[src/rtl/pipe_hazard_ctrl_pkg.sv]
// Purpose: shared opcodes, ALU-op and forward-select encodings, control word.
// Latency: n/a (types and constants only).
// Backpressure: n/a.
package pipe_hazard_ctrl_pkg;

  localparam logic [5:0] OP_R    = 6'd0;
  localparam logic [5:0] OP_BEQ  = 6'd4;
  localparam logic [5:0] OP_ADDI = 6'd8;
  localparam logic [5:0] OP_LW   = 6'd35;
  localparam logic [5:0] OP_SW   = 6'd43;

  typedef enum logic [1:0] {
    ALU_ADD   = 2'b00,
    ALU_SUB   = 2'b01,
    ALU_FUNCT = 2'b10
  } alu_op_e;

  typedef enum logic [1:0] {
    FWD_RF    = 2'b00,
    FWD_MEMWB = 2'b01,
    FWD_EXMEM = 2'b10
  } fwd_sel_e;

  typedef struct packed {
    logic    reg_dst;
    logic    alu_src;
    logic    branch;
    alu_op_e alu_op;
    logic    mem_read;
    logic    mem_write;
    logic    reg_write;
    logic    mem_to_reg;
  } ctrl_t;

  localparam ctrl_t CTRL_BUBBLE = '0;

endpackage

[src/rtl/pipe_ctrl_decode.sv]
// Purpose: opcode -> control word decoder for the ID stage.
// Latency: purely combinational, zero cycles.
// Backpressure: none; unknown opcodes decode to a bubble and raise illegal_o.
module pipe_ctrl_decode
  import pipe_hazard_ctrl_pkg::*;
#(
  parameter bit EN_ADDI = 1'b1
) (
  input  logic       valid_i,
  input  logic [5:0] opcode_i,
  output ctrl_t      ctrl_o,
  output logic       illegal_o
);

  // Map each supported opcode to its control bits; everything else is a bubble.
  always_comb begin
    ctrl_o    = CTRL_BUBBLE;
    illegal_o = 1'b0;
    if (valid_i) begin
      case (opcode_i)
        OP_R: begin
          ctrl_o.reg_dst   = 1'b1;
          ctrl_o.reg_write = 1'b1;
          ctrl_o.alu_op    = ALU_FUNCT;
        end
        OP_LW: begin
          ctrl_o.alu_src    = 1'b1;
          ctrl_o.mem_read   = 1'b1;
          ctrl_o.mem_to_reg = 1'b1;
          ctrl_o.reg_write  = 1'b1;
          ctrl_o.alu_op     = ALU_ADD;
        end
        OP_SW: begin
          ctrl_o.alu_src   = 1'b1;
          ctrl_o.mem_write = 1'b1;
          ctrl_o.alu_op    = ALU_ADD;
        end
        OP_BEQ: begin
          ctrl_o.branch = 1'b1;
          ctrl_o.alu_op = ALU_SUB;
        end
        OP_ADDI: begin
          if (EN_ADDI) begin
            ctrl_o.alu_src   = 1'b1;
            ctrl_o.reg_write = 1'b1;
            ctrl_o.alu_op    = ALU_ADD;
          end else begin
            illegal_o = 1'b1;
          end
        end
        default: illegal_o = 1'b1;
      endcase
    end
  end

endmodule

[src/rtl/pipe_hazard_ctrl.sv]
// Purpose: pipeline control: ID/EX, EX/MEM, MEM/WB control stages, forwarding, load-use stall, branch flush.
// Latency: control appears on ex_* one cycle after ID, mem_* two, wb_* three; fwd/stall/flush are combinational.
// Backpressure: stall holds PC and IF/ID on a load-use hazard; flush (taken branch) overrides stall.
module pipe_hazard_ctrl
  import pipe_hazard_ctrl_pkg::*;
#(
  parameter int REG_AW  = 5,
  parameter int CNT_W   = 16,
  parameter bit EN_ADDI = 1'b1
) (
  input  logic              clk,
  input  logic              reset,
  input  logic              id_valid,
  input  logic [5:0]        id_opcode,
  input  logic [REG_AW-1:0] id_rs,
  input  logic [REG_AW-1:0] id_rt,
  input  logic [REG_AW-1:0] id_rd,
  input  logic              ex_branch_taken,
  output logic              ex_regDst,
  output logic              ex_aluSrc,
  output logic              ex_branch,
  output logic [1:0]        ex_aluOp,
  output logic              mem_memRead,
  output logic              mem_memWrite,
  output logic              wb_regWrite,
  output logic              wb_memToReg,
  output logic [1:0]        fwd_a,
  output logic [1:0]        fwd_b,
  output logic              fwd_store,
  output logic              stall,
  output logic              flush,
  output logic              illegal_op,
  output logic [CNT_W-1:0]  stall_cnt,
  output logic [CNT_W-1:0]  flush_cnt
);

  typedef struct packed {
    ctrl_t             ctrl;
    logic [REG_AW-1:0] rs;
    logic [REG_AW-1:0] rt;
    logic [REG_AW-1:0] dst;
  } idex_t;

  typedef struct packed {
    logic              mem_read;
    logic              mem_write;
    logic              reg_write;
    logic              mem_to_reg;
    logic [REG_AW-1:0] rt;
    logic [REG_AW-1:0] dst;
  } exmem_t;

  typedef struct packed {
    logic              reg_write;
    logic              mem_to_reg;
    logic [REG_AW-1:0] dst;
  } memwb_t;

  idex_t             idex_q, idex_d;
  exmem_t            exmem_q, exmem_d;
  memwb_t            memwb_q, memwb_d;
  logic              illegal_q, illegal_d;
  logic [CNT_W-1:0]  stall_cnt_q, stall_cnt_d;
  logic [CNT_W-1:0]  flush_cnt_q, flush_cnt_d;

  ctrl_t             id_ctrl;
  logic              id_illegal;
  logic [REG_AW-1:0] id_dst;
  logic              id_uses_rt;
  logic              load_use;

  pipe_ctrl_decode #(.EN_ADDI(EN_ADDI)) u_decode (
    .valid_i   (id_valid),
    .opcode_i  (id_opcode),
    .ctrl_o    (id_ctrl),
    .illegal_o (id_illegal)
  );

  assign id_dst     = id_ctrl.reg_dst ? id_rd : id_rt;
  // Only R-type and beq read rt in EX; a sw reads rt as store data, which
  // fwd_store covers from MEM/WB, so it never needs to stall on rt.
  assign id_uses_rt = (id_opcode == OP_R) || (id_opcode == OP_BEQ);

  assign load_use = idex_q.ctrl.mem_read && (idex_q.dst != '0) && id_valid &&
                    ((idex_q.dst == id_rs) || (id_uses_rt && (idex_q.dst == id_rt)));

  assign flush = ex_branch_taken;
  assign stall = load_use && !ex_branch_taken;

  // EX/MEM has priority over MEM/WB because it holds the younger result.
  assign fwd_a = ((idex_q.rs != '0) && exmem_q.reg_write && (exmem_q.dst == idex_q.rs)) ? FWD_EXMEM :
                 ((idex_q.rs != '0) && memwb_q.reg_write && (memwb_q.dst == idex_q.rs)) ? FWD_MEMWB :
                 FWD_RF;
  assign fwd_b = ((idex_q.rt != '0) && exmem_q.reg_write && (exmem_q.dst == idex_q.rt)) ? FWD_EXMEM :
                 ((idex_q.rt != '0) && memwb_q.reg_write && (memwb_q.dst == idex_q.rt)) ? FWD_MEMWB :
                 FWD_RF;
  assign fwd_store = exmem_q.mem_write && memwb_q.reg_write && (memwb_q.dst != '0) &&
                     (exmem_q.rt == memwb_q.dst);

  // Next-state for the stage registers, sticky illegal flag and saturating counters.
  always_comb begin
    idex_d = '0;
    if (id_valid && !stall && !flush) begin
      idex_d.ctrl = id_ctrl;
      idex_d.rs   = id_rs;
      idex_d.rt   = id_rt;
      idex_d.dst  = id_dst;
    end

    exmem_d.mem_read   = idex_q.ctrl.mem_read;
    exmem_d.mem_write  = idex_q.ctrl.mem_write;
    exmem_d.reg_write  = idex_q.ctrl.reg_write;
    exmem_d.mem_to_reg = idex_q.ctrl.mem_to_reg;
    exmem_d.rt         = idex_q.rt;
    exmem_d.dst        = idex_q.dst;

    memwb_d.reg_write  = exmem_q.reg_write;
    memwb_d.mem_to_reg = exmem_q.mem_to_reg;
    memwb_d.dst        = exmem_q.dst;

    illegal_d   = illegal_q | id_illegal;
    stall_cnt_d = (stall && (stall_cnt_q != '1)) ? stall_cnt_q + CNT_W'(1) : stall_cnt_q;
    flush_cnt_d = (flush && (flush_cnt_q != '1)) ? flush_cnt_q + CNT_W'(1) : flush_cnt_q;
  end

  // State registers with synchronous reset that drops every in-flight instruction.
  always_ff @(posedge clk) begin
    if (reset) begin
      idex_q      <= '0;
      exmem_q     <= '0;
      memwb_q     <= '0;
      illegal_q   <= 1'b0;
      stall_cnt_q <= '0;
      flush_cnt_q <= '0;
    end else begin
      idex_q      <= idex_d;
      exmem_q     <= exmem_d;
      memwb_q     <= memwb_d;
      illegal_q   <= illegal_d;
      stall_cnt_q <= stall_cnt_d;
      flush_cnt_q <= flush_cnt_d;
    end
  end

  assign ex_regDst    = idex_q.ctrl.reg_dst;
  assign ex_aluSrc    = idex_q.ctrl.alu_src;
  assign ex_branch    = idex_q.ctrl.branch;
  assign ex_aluOp     = idex_q.ctrl.alu_op;
  assign mem_memRead  = exmem_q.mem_read;
  assign mem_memWrite = exmem_q.mem_write;
  assign wb_regWrite  = memwb_q.reg_write;
  assign wb_memToReg  = memwb_q.mem_to_reg;
  assign illegal_op   = illegal_q;
  assign stall_cnt    = stall_cnt_q;
  assign flush_cnt    = flush_cnt_q;

endmodule

[config.mk]
export PLATFORM = sky130hd
export DESIGN_NAME = pipe_hazard_ctrl
export DESIGN_NICKNAME = d
export VERILOG_FILES = /design/src/rtl/pipe_hazard_ctrl_pkg.sv /design/src/rtl/pipe_ctrl_decode.sv /design/src/rtl/pipe_hazard_ctrl.sv
export SDC_FILE = /design/constraint.sdc
export NUM_CORES = 1
export LEC_CHECK = 0
export ABC_AREA = 1
export CAP_MARGIN = 5
export CORE_MARGIN = 8
export CORE_UTILIZATION = 52
export DETAILED_ROUTE_END_ITERATION = 8
export GPL_TIMING_DRIVEN = 1
export PLACE_DENSITY = 0.86
export SLEW_MARGIN = 30
export SYNTH_ARGS = -nofsm -noshare
export SYNTH_HDL_FRONTEND = slang
export SYNTH_SLANG_ARGS = --single-unit
[constraint.sdc]
create_clock -name clk -period 2.4 [get_ports clk]
set_clock_uncertainty 0.2 [all_clocks]
set_input_delay 0.36 -clock clk [delete_from_list [all_inputs] [get_ports clk]]
set_output_delay 0.36 -clock clk [all_outputs]
set_load 0.02 [all_outputs]
==> results.md <==
* FF-to-FF Start: stall_cnt[0]
* Fin area at 4910 sq um
* TritonCTS buffer count at 9
* Die Span Y at 101 um
* Yosys top cell by area: dfxtp_1
* Post-Place Cell Area at 4680 sq um
* Hold WS at 0.213 ns
* Via count of the first global-routing pass at 3649
* # nets final at 652
* Htree depth at 3
* Layout area overhead at 30.4%
* Vias/cell at 5.21
* Gp weighted congestion at 0.933
* Starting DRT DRC Count at 187
* Slew at the pin with the worst max-slew slack at 0.460 ns
* YS warnings at 0
* Worst slew margin at 69.1%
* IR drop worst, VDD at 296 uV
* Gate power share at 7.7%
* Reg clk slew, reported paths at 0.08 ns
* First-pass GRT wire length at 16500 um
* Critical Path Max Stage Delay at 0.44 ns
* Setup repair after global routing missed its margin: no
* Setup crit end kind: output port
* Clock Latency Late Sink at 0.34 ns
* Die area at 10200 sq um
* Post-Route WL at 10000 um
* Top-Level Pins at 74
* Avg Inst Size Synth at 7.01 sq um
* Num rows at 31
* Starting density of the core at 52.7%
* Root buffer selected by CTS: clkbuf_8
* Crit path max fanout at 5
* Fillers at 623
* Total gr overflow at 0
* Vias at 3796
* Post-synthesis instance total at 537
* Core ar. at 7140 sq um
* Number of max-cap violations at 0
* Hold path start: exmem_d[11]
* Critical Path AT at 1.77 ns
* CTS sink cnt at 75
* Final setup vio count at 0
* Share of post-route cells with drive strength above 1 at 12.2%
* Hold Crit Class: flop to flop
* GR Util All Layers at 19.6%
* Critical path class: flop to output port
* Post-synthesis sequential area ratio at 39.9%
* Routed len/inst at 13.7 um
* Hpwl dp at 7320 um
* WHS Endpoint: exmem_q[11]
* First drt pass iteration count at 5
* Die width at 101 um
* WHS Path Cells at 2
* Startpoint class of the critical path: flop
* P_int at 1.97 mW
* R2r worst-path depth at 9
* Commonest non-fill, non-tap cell in the layout: nand2_1
* Top cells by area, synth: dfxtp_1 (40%), nand2_1 (10%), nor2_1 (8.0%)
* Syn_nets at 564
* Cells along the critical path: o22ai_1 > a211oi_1 > nor4b_2 > nor2_1 > dlygate4sd2_1
* Distinct cells, synth at 39
* Multi-input logic area at 1880 sq um
* Status: complete, no violations
* CTS tree: yes
* Final Hold Viols at 0
* Psw at 0.578 mW
* DRT antenna net count at 0
* CP required at 1.84 ns
* Fin crit share at 97.1%
* DRC at 0
* R2r endpoint: stall_cnt[2]
* Critical-path top delay cell: dfxtp_1
* Max Buffers Root-to-Sink at 2
* Cell leakage power at 1.96 nW
* Antenna cells at 0
* Post-synth top area share at 39.9%
* Initial antenna violation count at 0
* Reg2reg setup slack at 0.39 ns
* Fin crit period at 2.33 ns
* PD cells at 519 nW/um^2
* Commonest cells after routing, fill and taps aside: nand2_1 (105), nor2_1 (78), dfxtp_1 (74)
* Flop pwr share at 50.0%
* Sw frac at 22.7%
* Final max-slew violation count at 0
* Post-Syn Area at 3760 sq um
* Register bit total from synthesis at 75
* Buffers on Ports at 73
* Achievable Freq at 0.429 GHz
* Seq. cell area at 1500 sq um
* Largest net degree at the start of global routing at 36
* Clock share of power at 42.2%
-- synth_stat cells --
| cell type | n |
|---|---|
| a211oi_1 | 4 |
| a21oi_1 | 24 |
| a21oi_2 | 6 |
| a21oi_4 | 1 |
| a221oi_1 | 1 |
| a31oi_1 | 3 |
| and3_1 | 1 |
| buf_4 | 4 |
| buf_6 | 2 |
| clkbuf_1 | 7 |
| dfxtp_1 | 75 |
| ha_1 | 2 |
| inv_1 | 73 |
| inv_2 | 15 |
| nand2_1 | 105 |
| nand2_4 | 2 |
| nand2b_1 | 5 |
| nand3_1 | 23 |
| nand3_2 | 2 |
| nand3_4 | 1 |
| nand4_1 | 28 |
| nand4_4 | 1 |
| nor2_1 | 80 |
| nor2_2 | 5 |
| nor2_4 | 1 |
| nor3_1 | 10 |
| nor3_2 | 2 |
| nor3b_1 | 1 |
| nor4_1 | 6 |
| nor4b_1 | 1 |
| o2111ai_1 | 2 |
| o211ai_1 | 2 |
| o21ai_0 | 7 |
| o21ai_1 | 13 |
| o221ai_1 | 1 |
| o22ai_1 | 4 |
| or2_2 | 2 |
| xnor2_1 | 4 |
| xor2_1 | 11 |
-- cell families after synthesis --
logic type	share of synthesized area [%]
adder cells (fa/ha/maj)	0.665
buffers and inverters	10.9
flip-flops	39.9
AO/OA/AOI/OAI	11.0
AND/OR/NAND/NOR	34.1
XOR/XNOR	3.49
-- worst max-delay path by stage --
stage | start | end | slack [ns] | cells past startpoint
4_1_cts | id_opcode[1] | stall | 0.01 | 7
6_report | idex_q[13] | fwd_a[0] | 0.07 | 5
3_3_place_gp | id_opcode[1] | stall | -0.33 | 7
5_1_grt | memwb_q[2] | fwd_store | 0.0005 | 6
2_1_floorplan | idex_q[14] | fwd_a[0] | 0.12 | 4
3_5_place_dp | id_opcode[1] | stall | -0.34 | 7
-- power groups by stage --
| stage | combinational, mW | sequential, mW | clock (mW) |
|---|---|---|---|
| 2_1_floorplan | 0.0956 | 1.30 | 0 |
| 3_3_place_gp | 0.186 | 1.30 | 0 |
| 3_5_place_dp | 0.191 | 1.30 | 0 |
| 4_1_cts | 0.194 | 1.27 | 1.09 |
| 5_1_grt | 0.216 | 1.28 | 1.15 |
| 6_report | 0.197 | 1.27 | 1.08 |
-- repair_timing --
item | 4_1_cts | 5_1_grt
setup endpoints to repair | 6 | 5
hold buffers | 0 | 0
gates cloned | 0 | 0
setup buffers | 0 | 0
gates resized for setup | 10 | 10
hold endpoints to repair | 0 | 0
-- critical path: cells and delay by family, from the launching register on --
kind,cells,cell delay (ns)
flip-flops,1,0.44
AND/OR/NAND/NOR,2,0.37
buffers and inverters,1,0.32
AO/OA/AOI/OAI,2,0.29
-- layout make-up --
| type | count | share of cell area (%) |
|---|---|---|
| well taps | 99 | 2.52 |
| clock inverters | 4 | 1.50 |
| inverters | 88 | 6.73 |
| multi-input cells | 361 | 38.3 |
| clock buffers | 12 | 2.96 |
| repair buffers | 90 | 17.4 |
| flip-flops and latches | 75 | 30.6 |
-- metrics by stage --
stage          setup TNS, ns  utilization [%]  worst slack (ns)  std cells  total power [mW]
6_report                   0             68.8            0.0707        729              2.55
5_1_grt                    0             68.8          0.000499        729              2.64
4_1_cts                    0             68.7            0.0117        729              2.56
3_5_place_dp          -0.338             65.6            -0.338        713              1.49
3_3_place_gp          -0.334             65.6            -0.334        713              1.49
2_1_floorplan              0                -             0.124        537              1.40
-- state kept, by name, summed over array words and instances, names as in the netlist --
signal / cells
flush_cnt: 16
stall_cnt: 16
exmem_d: 13
exmem_q: 12
idex_q: 5
memwb_q: 5
ex_aluOp: 1
ex_aluSrc: 1
ex_branch: 1
ex_regDst: 1
illegal_op: 1
mem_memWrite: 1
wb_memToReg: 1
wb_regWrite: 1
-- routing by layer --
metal	vias to the layer above	routed length (um)	GRT usage, %
met1	1736	4370	23.4
met3	12	706	4.49
li1	1906	-	-
met4	0	121	6.87
met5	-	0	0
met2	142	4810	33.4
Note: power is estimated with default switching activity, not from simulation.
